<file path="src/rtl/clock_pkg.sv">
// Shared types and default timing constants for the clock's time-setting logic.
// All timing values are in 1 ms clock cycles.
package clock_pkg;

    typedef enum logic [1:0] {
        RUN      = 2'd0,
        SET_HOUR = 2'd1,
        SET_MIN  = 2'd2
    } set_state_t;

    localparam int DEBOUNCE_MS_DEF = 20;
    localparam int HOLD_MS_DEF     = 500;
    localparam int REPEAT_MS_DEF   = 200;
    localparam int BLINK_MS_DEF    = 500;
    localparam int TIMEOUT_MS_DEF  = 10000;

    // The MODE button walks RUN -> SET_HOUR -> SET_MIN -> RUN.
    function automatic set_state_t next_mode(input set_state_t s);
        case (s)
            RUN:      return SET_HOUR;
            SET_HOUR: return SET_MIN;
            default:  return RUN;
        endcase
    endfunction

endpackage

</file>
<file path="src/rtl/btn_debounce.sv">
// Two-flop synchronizer, counting debouncer and registered press-edge detector
// for one raw push button.
module btn_debounce
    import clock_pkg::*;
#(
    parameter int DEBOUNCE_MS = DEBOUNCE_MS_DEF
) (
    input  logic clk_1ms,
    input  logic reset,
    input  logic btn_i,
    output logic level,
    output logic press
);

    localparam int               CNT_W    = $clog2(DEBOUNCE_MS + 1);
    localparam logic [CNT_W-1:0] CNT_LAST = CNT_W'(DEBOUNCE_MS - 1);

    logic             sync1_q, sync2_q;
    logic             level_q, level_d;
    logic             press_q, press_d;
    logic [CNT_W-1:0] cnt_q, cnt_d;

    always_comb begin
        // NOTE: every value written here gets a default first, so no path leaves it unassigned and no latch is inferred.
        level_d = level_q;
        press_d = 1'b0;
        cnt_d   = '0;
        if (sync2_q != level_q) begin
            if (cnt_q == CNT_LAST) begin
                level_d = sync2_q;
                press_d = sync2_q;
            end else begin
                cnt_d = cnt_q + CNT_W'(1);
            end
        end
    end

    // NOTE: sequential state uses non-blocking assignments only, so every flop samples pre-edge values.
    always_ff @(posedge clk_1ms) begin
        if (reset) begin
            sync1_q <= 1'b0;
            sync2_q <= 1'b0;
            level_q <= 1'b0;
            press_q <= 1'b0;
            cnt_q   <= '0;
        end else begin
            sync1_q <= btn_i;
            sync2_q <= sync1_q;
            level_q <= level_d;
            press_q <= press_d;
            cnt_q   <= cnt_d;
        end
    end

    assign level = level_q;
    assign press = press_q;

endmodule

</file>
<file path="src/rtl/time_set_ctrl.sv">
// MODE/ADJ button controller for setting hours and minutes: mode FSM, ADJ
// auto-repeat, idle timeout back to RUN and display blink phase.
module time_set_ctrl
    import clock_pkg::*;
#(
    parameter int DEBOUNCE_MS = DEBOUNCE_MS_DEF,
    parameter int HOLD_MS     = HOLD_MS_DEF,
    parameter int REPEAT_MS   = REPEAT_MS_DEF,
    parameter int BLINK_MS    = BLINK_MS_DEF,
    parameter int TIMEOUT_MS  = TIMEOUT_MS_DEF
) (
    input  logic       clk_1ms,
    input  logic       reset,
    input  logic       btn_mode,
    input  logic       btn_adj,
    output logic [1:0] set_mode,
    output logic       set_hold,
    output logic       inc_hour,
    output logic       inc_min,
    output logic       clr_sec,
    output logic       blink_hour,
    output logic       blink_min
);

    localparam int RPT_MAX = (HOLD_MS > REPEAT_MS) ? HOLD_MS : REPEAT_MS;
    localparam int RPT_W   = $clog2(RPT_MAX + 1);
    localparam int IDLE_W  = $clog2(TIMEOUT_MS + 1);
    localparam int BLINK_W = $clog2(BLINK_MS + 1);

    localparam logic [RPT_W-1:0]   HOLD_LAST    = RPT_W'(HOLD_MS - 1);
    localparam logic [RPT_W-1:0]   REPEAT_LAST  = RPT_W'(REPEAT_MS - 1);
    localparam logic [IDLE_W-1:0]  TIMEOUT_LAST = IDLE_W'(TIMEOUT_MS - 1);
    localparam logic [BLINK_W-1:0] BLINK_LAST   = BLINK_W'(BLINK_MS - 1);

    logic mode_level_unused, mode_press, adj_level, adj_press;

    btn_debounce #(.DEBOUNCE_MS(DEBOUNCE_MS)) u_mode_btn (
        .clk_1ms (clk_1ms),
        .reset   (reset),
        .btn_i   (btn_mode),
        .level   (mode_level_unused),
        .press   (mode_press)
    );

    btn_debounce #(.DEBOUNCE_MS(DEBOUNCE_MS)) u_adj_btn (
        .clk_1ms (clk_1ms),
        .reset   (reset),
        .btn_i   (btn_adj),
        .level   (adj_level),
        .press   (adj_press)
    );

    set_state_t         state_q, state_d;
    logic               rpt_on_q, rpt_on_d, rpt_first_q, rpt_first_d;
    logic [RPT_W-1:0]   rpt_cnt_q, rpt_cnt_d;
    logic [IDLE_W-1:0]  idle_q, idle_d, idle_inc;
    logic [BLINK_W-1:0] blink_cnt_q, blink_cnt_d;
    logic               phase_q, phase_d;
    logic               set_hold_q, set_hold_d;
    logic               inc_hour_q, inc_hour_d, inc_min_q, inc_min_d, clr_sec_q, clr_sec_d;
    logic               blink_hour_q, blink_hour_d, blink_min_q, blink_min_d;
    logic               in_set, rpt_fire, inc_sel;

    always_comb begin
        state_d     = state_q;
        rpt_on_d    = rpt_on_q;
        rpt_first_d = rpt_first_q;
        rpt_cnt_d   = rpt_cnt_q;
        idle_d      = '0;
        inc_sel     = 1'b0;
        clr_sec_d   = 1'b0;
        rpt_fire    = 1'b0;
        in_set      = (state_q != RUN);
        idle_inc    = idle_q + IDLE_W'(1);

        // First repeat waits HOLD_MS after the press, later ones REPEAT_MS apart.
        if (rpt_on_q) begin
            if (!adj_level) begin
                rpt_on_d = 1'b0;
            end else if (rpt_cnt_q == (rpt_first_q ? HOLD_LAST : REPEAT_LAST)) begin
                rpt_fire    = 1'b1;
                rpt_cnt_d   = '0;
                rpt_first_d = 1'b0;
            end else begin
                rpt_cnt_d = rpt_cnt_q + RPT_W'(1);
            end
        end

        // MODE outranks ADJ; idle_d stays cleared on every press and repeat.
        if (mode_press) begin
            state_d   = next_mode(state_q);
            rpt_on_d  = 1'b0;
            clr_sec_d = (state_q == SET_MIN);
        end else if (adj_press && in_set) begin
            inc_sel     = 1'b1;
            rpt_on_d    = 1'b1;
            rpt_first_d = 1'b1;
            rpt_cnt_d   = '0;
        end else if (rpt_fire) begin
            inc_sel = 1'b1;
        end else if (in_set) begin
            if (idle_inc == TIMEOUT_LAST) begin
                state_d  = RUN;
                rpt_on_d = 1'b0;
            end else begin
                idle_d = idle_inc;
            end
        end

        inc_hour_d = inc_sel && (state_q == SET_HOUR);
        inc_min_d  = inc_sel && (state_q == SET_MIN);

        phase_d     = phase_q;
        blink_cnt_d = blink_cnt_q + BLINK_W'(1);
        if (blink_cnt_q == BLINK_LAST) begin
            blink_cnt_d = '0;
            phase_d     = ~phase_q;
        end
        // Digits stay visible right after entering a set state or adjusting.
        if (inc_sel || ((state_d != RUN) && (state_d != state_q))) begin
            blink_cnt_d = '0;
            phase_d     = 1'b0;
        end

        set_hold_d   = (state_d != RUN);
        blink_hour_d = (state_d == SET_HOUR) && phase_d;
        blink_min_d  = (state_d == SET_MIN) && phase_d;
    end

    always_ff @(posedge clk_1ms) begin
        if (reset) begin
            state_q      <= RUN;
            rpt_on_q     <= 1'b0;
            rpt_first_q  <= 1'b0;
            rpt_cnt_q    <= '0;
            idle_q       <= '0;
            blink_cnt_q  <= '0;
            phase_q      <= 1'b0;
            set_hold_q   <= 1'b0;
            inc_hour_q   <= 1'b0;
            inc_min_q    <= 1'b0;
            clr_sec_q    <= 1'b0;
            blink_hour_q <= 1'b0;
            blink_min_q  <= 1'b0;
        end else begin
            state_q      <= state_d;
            rpt_on_q     <= rpt_on_d;
            rpt_first_q  <= rpt_first_d;
            rpt_cnt_q    <= rpt_cnt_d;
            idle_q       <= idle_d;
            blink_cnt_q  <= blink_cnt_d;
            phase_q      <= phase_d;
            set_hold_q   <= set_hold_d;
            inc_hour_q   <= inc_hour_d;
            inc_min_q    <= inc_min_d;
            clr_sec_q    <= clr_sec_d;
            blink_hour_q <= blink_hour_d;
            blink_min_q  <= blink_min_d;
        end
    end

    assign set_mode   = state_q;
    assign set_hold   = set_hold_q;
    assign inc_hour   = inc_hour_q;
    assign inc_min    = inc_min_q;
    assign clr_sec    = clr_sec_q;
    assign blink_hour = blink_hour_q;
    assign blink_min  = blink_min_q;

endmodule

</file>
<file path="config.mk">
export PLATFORM = sky130hd
export DESIGN_NAME = time_set_ctrl
export DESIGN_NICKNAME = d
export VERILOG_FILES = /design/src/rtl/clock_pkg.sv /design/src/rtl/btn_debounce.sv /design/src/rtl/time_set_ctrl.sv
export SDC_FILE = /design/constraint.sdc
export NUM_CORES = 1
export LEC_CHECK = 0
export CORE_MARGIN = 2
export CORE_UTILIZATION = 47
export CTS_BUF_LIST = sky130_fd_sc_hd__clkbuf_8
export DETAILED_ROUTE_END_ITERATION = 8
export GPL_TIMING_DRIVEN = 1
export PLACE_DENSITY_LB_ADDON = 0.25
export RECOVER_POWER = 25
export SYNTH_ARGS = -nofsm -noshare
export SYNTH_HDL_FRONTEND = slang
export SYNTH_SLANG_ARGS = --single-unit
</file>
<file path="constraint.sdc">
create_clock -name clk_1ms -period 2.5 [get_ports clk_1ms]
set_clock_uncertainty 0.1 [all_clocks]
set_input_delay 0.5 -clock clk_1ms [delete_from_list [all_inputs] [get_ports clk_1ms]]
set_output_delay 0.5 -clock clk_1ms [all_outputs]
set_load 0.02 [all_outputs]
</file>
==> impl_metrics.py <==
metrics = {
    "run_status": {
        "run_status": "completed",
    },
    "yosys": {
        "yosys-top-cells-area": "sky130_fd_sc_hd__dfxtp_1 (44%), sky130_fd_sc_hd__xor2_1 (6.0%), sky130_fd_sc_hd__nor2_1 (5.7%), sky130_fd_sc_hd__xnor2_1 (4.8%), sky130_fd_sc_hd__nand2_1 (3.1%)",
        "mapped_cells": 292,
        "synth_edf_count": 0,
        "count_of_distinct_cell_types_in_the_synthesized_netlist": 50,
        "synth_seq_area_share": 0.442,
        "most_common_flop_cell_mapped_by_yosys": "sky130_fd_sc_hd__dfxtp_1",
        "synthArstFlopShare": 0,
        "synth_area_per_cell_sq_um": 9.47,
        "post_synthesis_instance_area_sq_um": 2770,
        "ys_ff_latch": 61,
        "yosysTopAreaCell": "sky130_fd_sc_hd__dfxtp_1",
        "postSynthNetCount": 302,
        "synthesis.yosys.warnings": 0,
        "synth_top_area_frac": 0.442,
    },
    "critical_path": {
        "crit_chain": "nand3_1 > nor4_4 > mux2_4 > o41ai_1 > o311ai_0",
        "startpoint_type": "flip-flop",
        "worstPathBufferInverterCount": 0,
        "critical_path_class": "reg2reg",
        "path_depth": 5,
        "slowest_delay_ns": 0.45,
        "worst-r2r-cell-count": 5,
        "critical_path_required_ns": 2.58,
        "critPathCaptureType": "flip-flop",
        "critPathSlowestCell": "sky130_fd_sc_hd__dfxtp_1",
        "worstPathMaxFanout": 7,
        "critical_path_arrival_ns": 2.20,
        "cpLargestDelayFamily": "simple AND/OR/NAND/NOR gates",
    },
    "sta": {
        "max_slew.worst_pin.slew_ns": 0.625,
        "finalMaxSlewViolations": 0,
        "setup_total_negative_slack_ns": 0,
        "setup_ws_ns": 0.383,
        "setup_repair_after_global_routing_missed_its_margin": "no",
        "relSlewSlack": 0.583,
        "final_hold_viol_count": 0,
        "fin_crit_sh": 0.847,
        "layout_min_cycle_time_ns": 2.12,
        "achievable-frequency_ghz": 0.472,
        "timing.final.setup_violations": 0,
    },
    "final_layout": {
        "finish.cell_count_without_fillers": 391,
        "final_nets": 324,
        "area.growth.synth_to_final_pct": 15.7,
        "num_antenna_cells": 0,
        "post_route_cells_drive_above_1_share": 0.135,
    },
    "power": {
        "power.static_leakage_nw": 1.13,
        "vdd_drop_max_mv": 0.468,
        "combinational_power_share": 0.017,
        "clock_power_share": 0.486,
        "switching_share": 0.191,
        "net_load_switching_power_uw": 379,
        "power_share_of_the_sequential_group": 0.497,
        "p_int_mw": 1.60,
        "power_per_cell_area_nw_per_um2": 620,
    },
    "floorplanning": {
        "design.portCount": 12,
        "fp.dieH_um": 80.7,
        "start_util": 0.493,
        "core_area_sq_um": 5610,
        "die_area_sq_um": 6510,
        "die_width_um": 80.7,
        "core.rowCount": 27,
    },
    "global_route": {
        "grt_util_met3": 0.0517,
        "grt_pass1_wl_um": 8110,
        "grt_busiest_layer": "met2",
        "largest_net_degree_at_the_start_of_global_routing": 17,
        "sum_of_overflow_across_all_layers_after_global_routing": 0,
        "first_global_vias": 1840,
        "number_of_antenna_violations_at_the_first_check_in_global_routing": 0,
        "groute.layer.met1.usage": 0.201,
        "grt_usage": 0.161,
        "m2_gr_usage": 0.256,
    },
    "drt": {
        "route.detailed.drc": 0,
        "detail_route.wl_per_cell_um": 12.2,
        "routed_wire_length_um": 4770,
        "number_of_nets_with_antenna_violations_after_routing": 0,
        "drt-pass1-iter-count": 4,
        "detail_route.iter0.violations": 105,
        "vias": 2026,
        "vias_per_cell": 5.18,
    },
    "cts": {
        "clock_tree.root_cell": "sky130_fd_sc_hd__clkbuf_8",
        "clock_tree_from_tritoncts": "done",
        "total_clock_buffers_created_by_cts": 9,
        "worstSkewPairLatency_ns": 0.33,
        "post_cts_resize_count": 0,
        "cts-htree-levels": 3,
        "cts_num_sinks": 61,
        "clock_tree_buf_depth": 2,
        "cts_setup_buffers": 0,
        "clk_pin_slew_worst_paths_ns": 0.06,
        "holdBufCountCts": 0,
    },
    "place": {
        "dpl_worst_slack_ns": 0.321,
        "post-dp-hpwl_um": 3400,
        "gp_congestion": 0.769,
        "placed_cells_incl_taps": 375,
        "port_buffer_count": 11,
    },
    "hold_path": {
        "min_path_type": "reg2reg",
        "timing.hold.worst_path_depth": 1,
    },
    "flow_run": {
        "max-cap-violations": 0,
    },
}
-- power groups by stage --
stage	clock (mW)	sequential, mW	combinational (mW)
after detailed placement	0	1.01	0.0341
after CTS	0.995	0.986	0.0342
final	0.964	0.986	0.0327
after floorplan	0	1.01	0.0230
after global placement	0	1.01	0.0332
after global routing	1.03	0.987	0.0371
-- metrics by stage --
stage	util	area (sq um)	total power, mW	hold slack (ns)
2_1_floorplan	-	2770	1.03	0.314
4_1_cts	0.571	3200	2.01	0.351
5_1_grt	0.570	3200	2.06	0.363
6_report	0.570	3200	1.98	0.347
3_3_place_gp	0.531	2980	1.04	0.317
3_5_place_dp	0.531	2980	1.04	0.328
-- metal layers --
layer,vias up,part of all wire
met2,29,0.45
li1,1062,-
met4,0,0.012
met5,-,0
met3,6,0.038
met1,929,0.50
-- state kept, by name (all words and copies together) (netlist names), 2 cells and up --
| register | cells |
|---|---|
| u_adj_btn.cnt_q | 5 |
| u_mode_btn.cnt_q | 5 |
| set_mode | 2 |
| blink_cnt_q | 9 |
| rpt_cnt_q | 9 |
| idle_q | 14 |
-- cells in the mapped netlist, types with 6 or more instances --
| master | n |
|---|---|
| sky130_fd_sc_hd__xnor2_1 | 15 |
| sky130_fd_sc_hd__dfxtp_1 | 61 |
| sky130_fd_sc_hd__nor2_1 | 42 |
| sky130_fd_sc_hd__nand3_1 | 17 |
| sky130_fd_sc_hd__inv_1 | 7 |
| sky130_fd_sc_hd__nor3_2 | 7 |
| sky130_fd_sc_hd__nand2_1 | 23 |
| sky130_fd_sc_hd__ha_1 | 6 |
| sky130_fd_sc_hd__xor2_1 | 19 |
| sky130_fd_sc_hd__nor3_1 | 12 |
| sky130_fd_sc_hd__and3_1 | 7 |
-- placed cells by master (no fill, tap or decap), types with 3 or more instances in the layout --
cell type	netlist	final
sky130_fd_sc_hd__a21oi_1	5	5
sky130_fd_sc_hd__a21oi_2	3	3
sky130_fd_sc_hd__and2_1	3	3
sky130_fd_sc_hd__and3_1	7	7
sky130_fd_sc_hd__buf_4	0	4
sky130_fd_sc_hd__clkbuf_8	0	11
sky130_fd_sc_hd__clkdlybuf4s50_1	0	10
sky130_fd_sc_hd__dfxtp_1	61	61
sky130_fd_sc_hd__ha_1	6	6
sky130_fd_sc_hd__inv_1	7	8
sky130_fd_sc_hd__nand2_1	23	23
sky130_fd_sc_hd__nand2b_1	5	5
sky130_fd_sc_hd__nand3_1	17	17
sky130_fd_sc_hd__nand4_1	4	4
sky130_fd_sc_hd__nor2_1	42	42
sky130_fd_sc_hd__nor2b_1	5	5
sky130_fd_sc_hd__nor3_1	12	12
sky130_fd_sc_hd__nor3_2	7	7
sky130_fd_sc_hd__o21ai_0	5	5
sky130_fd_sc_hd__or3_1	5	5
sky130_fd_sc_hd__xnor2_1	15	15
sky130_fd_sc_hd__xor2_1	19	19
-- logic make-up (layout without fill, tap and decap cells) --
family | after synthesis | after routing | synth area share
buffers and inverters | 13 | 40 | 0.0262
flip-flops | 61 | 61 | 0.442
AO/OA/AOI/OAI | 27 | 27 | 0.0706
AND/OR/NAND/NOR | 147 | 147 | 0.306
multiplexers | 4 | 4 | 0.0208
adder cells (fa/ha/maj) | 6 | 6 | 0.0271
XOR/XNOR | 34 | 34 | 0.108
-- final timing paths --
| path | from | endpoint | slack, ns |
|---|---|---|---|
| hold / removal | u_adj_btn.sync1_q | u_adj_btn.sync2_q | 0.35 |
| hold reg to reg | u_adj_btn.sync1_q | u_adj_btn.sync2_q | 0.35 |
| setup / recovery | idle_q[0] | set_mode[1] | 0.38 |
| setup reg to reg | idle_q[0] | set_mode[1] | 0.38 |
-- final cells by class --
type,instances,area (sq um)
fillers,514,2410
well taps,72,90.1
inverters,7,26.3
multi-input cells,218,1470
clock inverters,5,73.8
clock buffers,11,151
flip-flops and latches,61,1220
repair buffers,17,164
(Power assumes the default switching activity.)
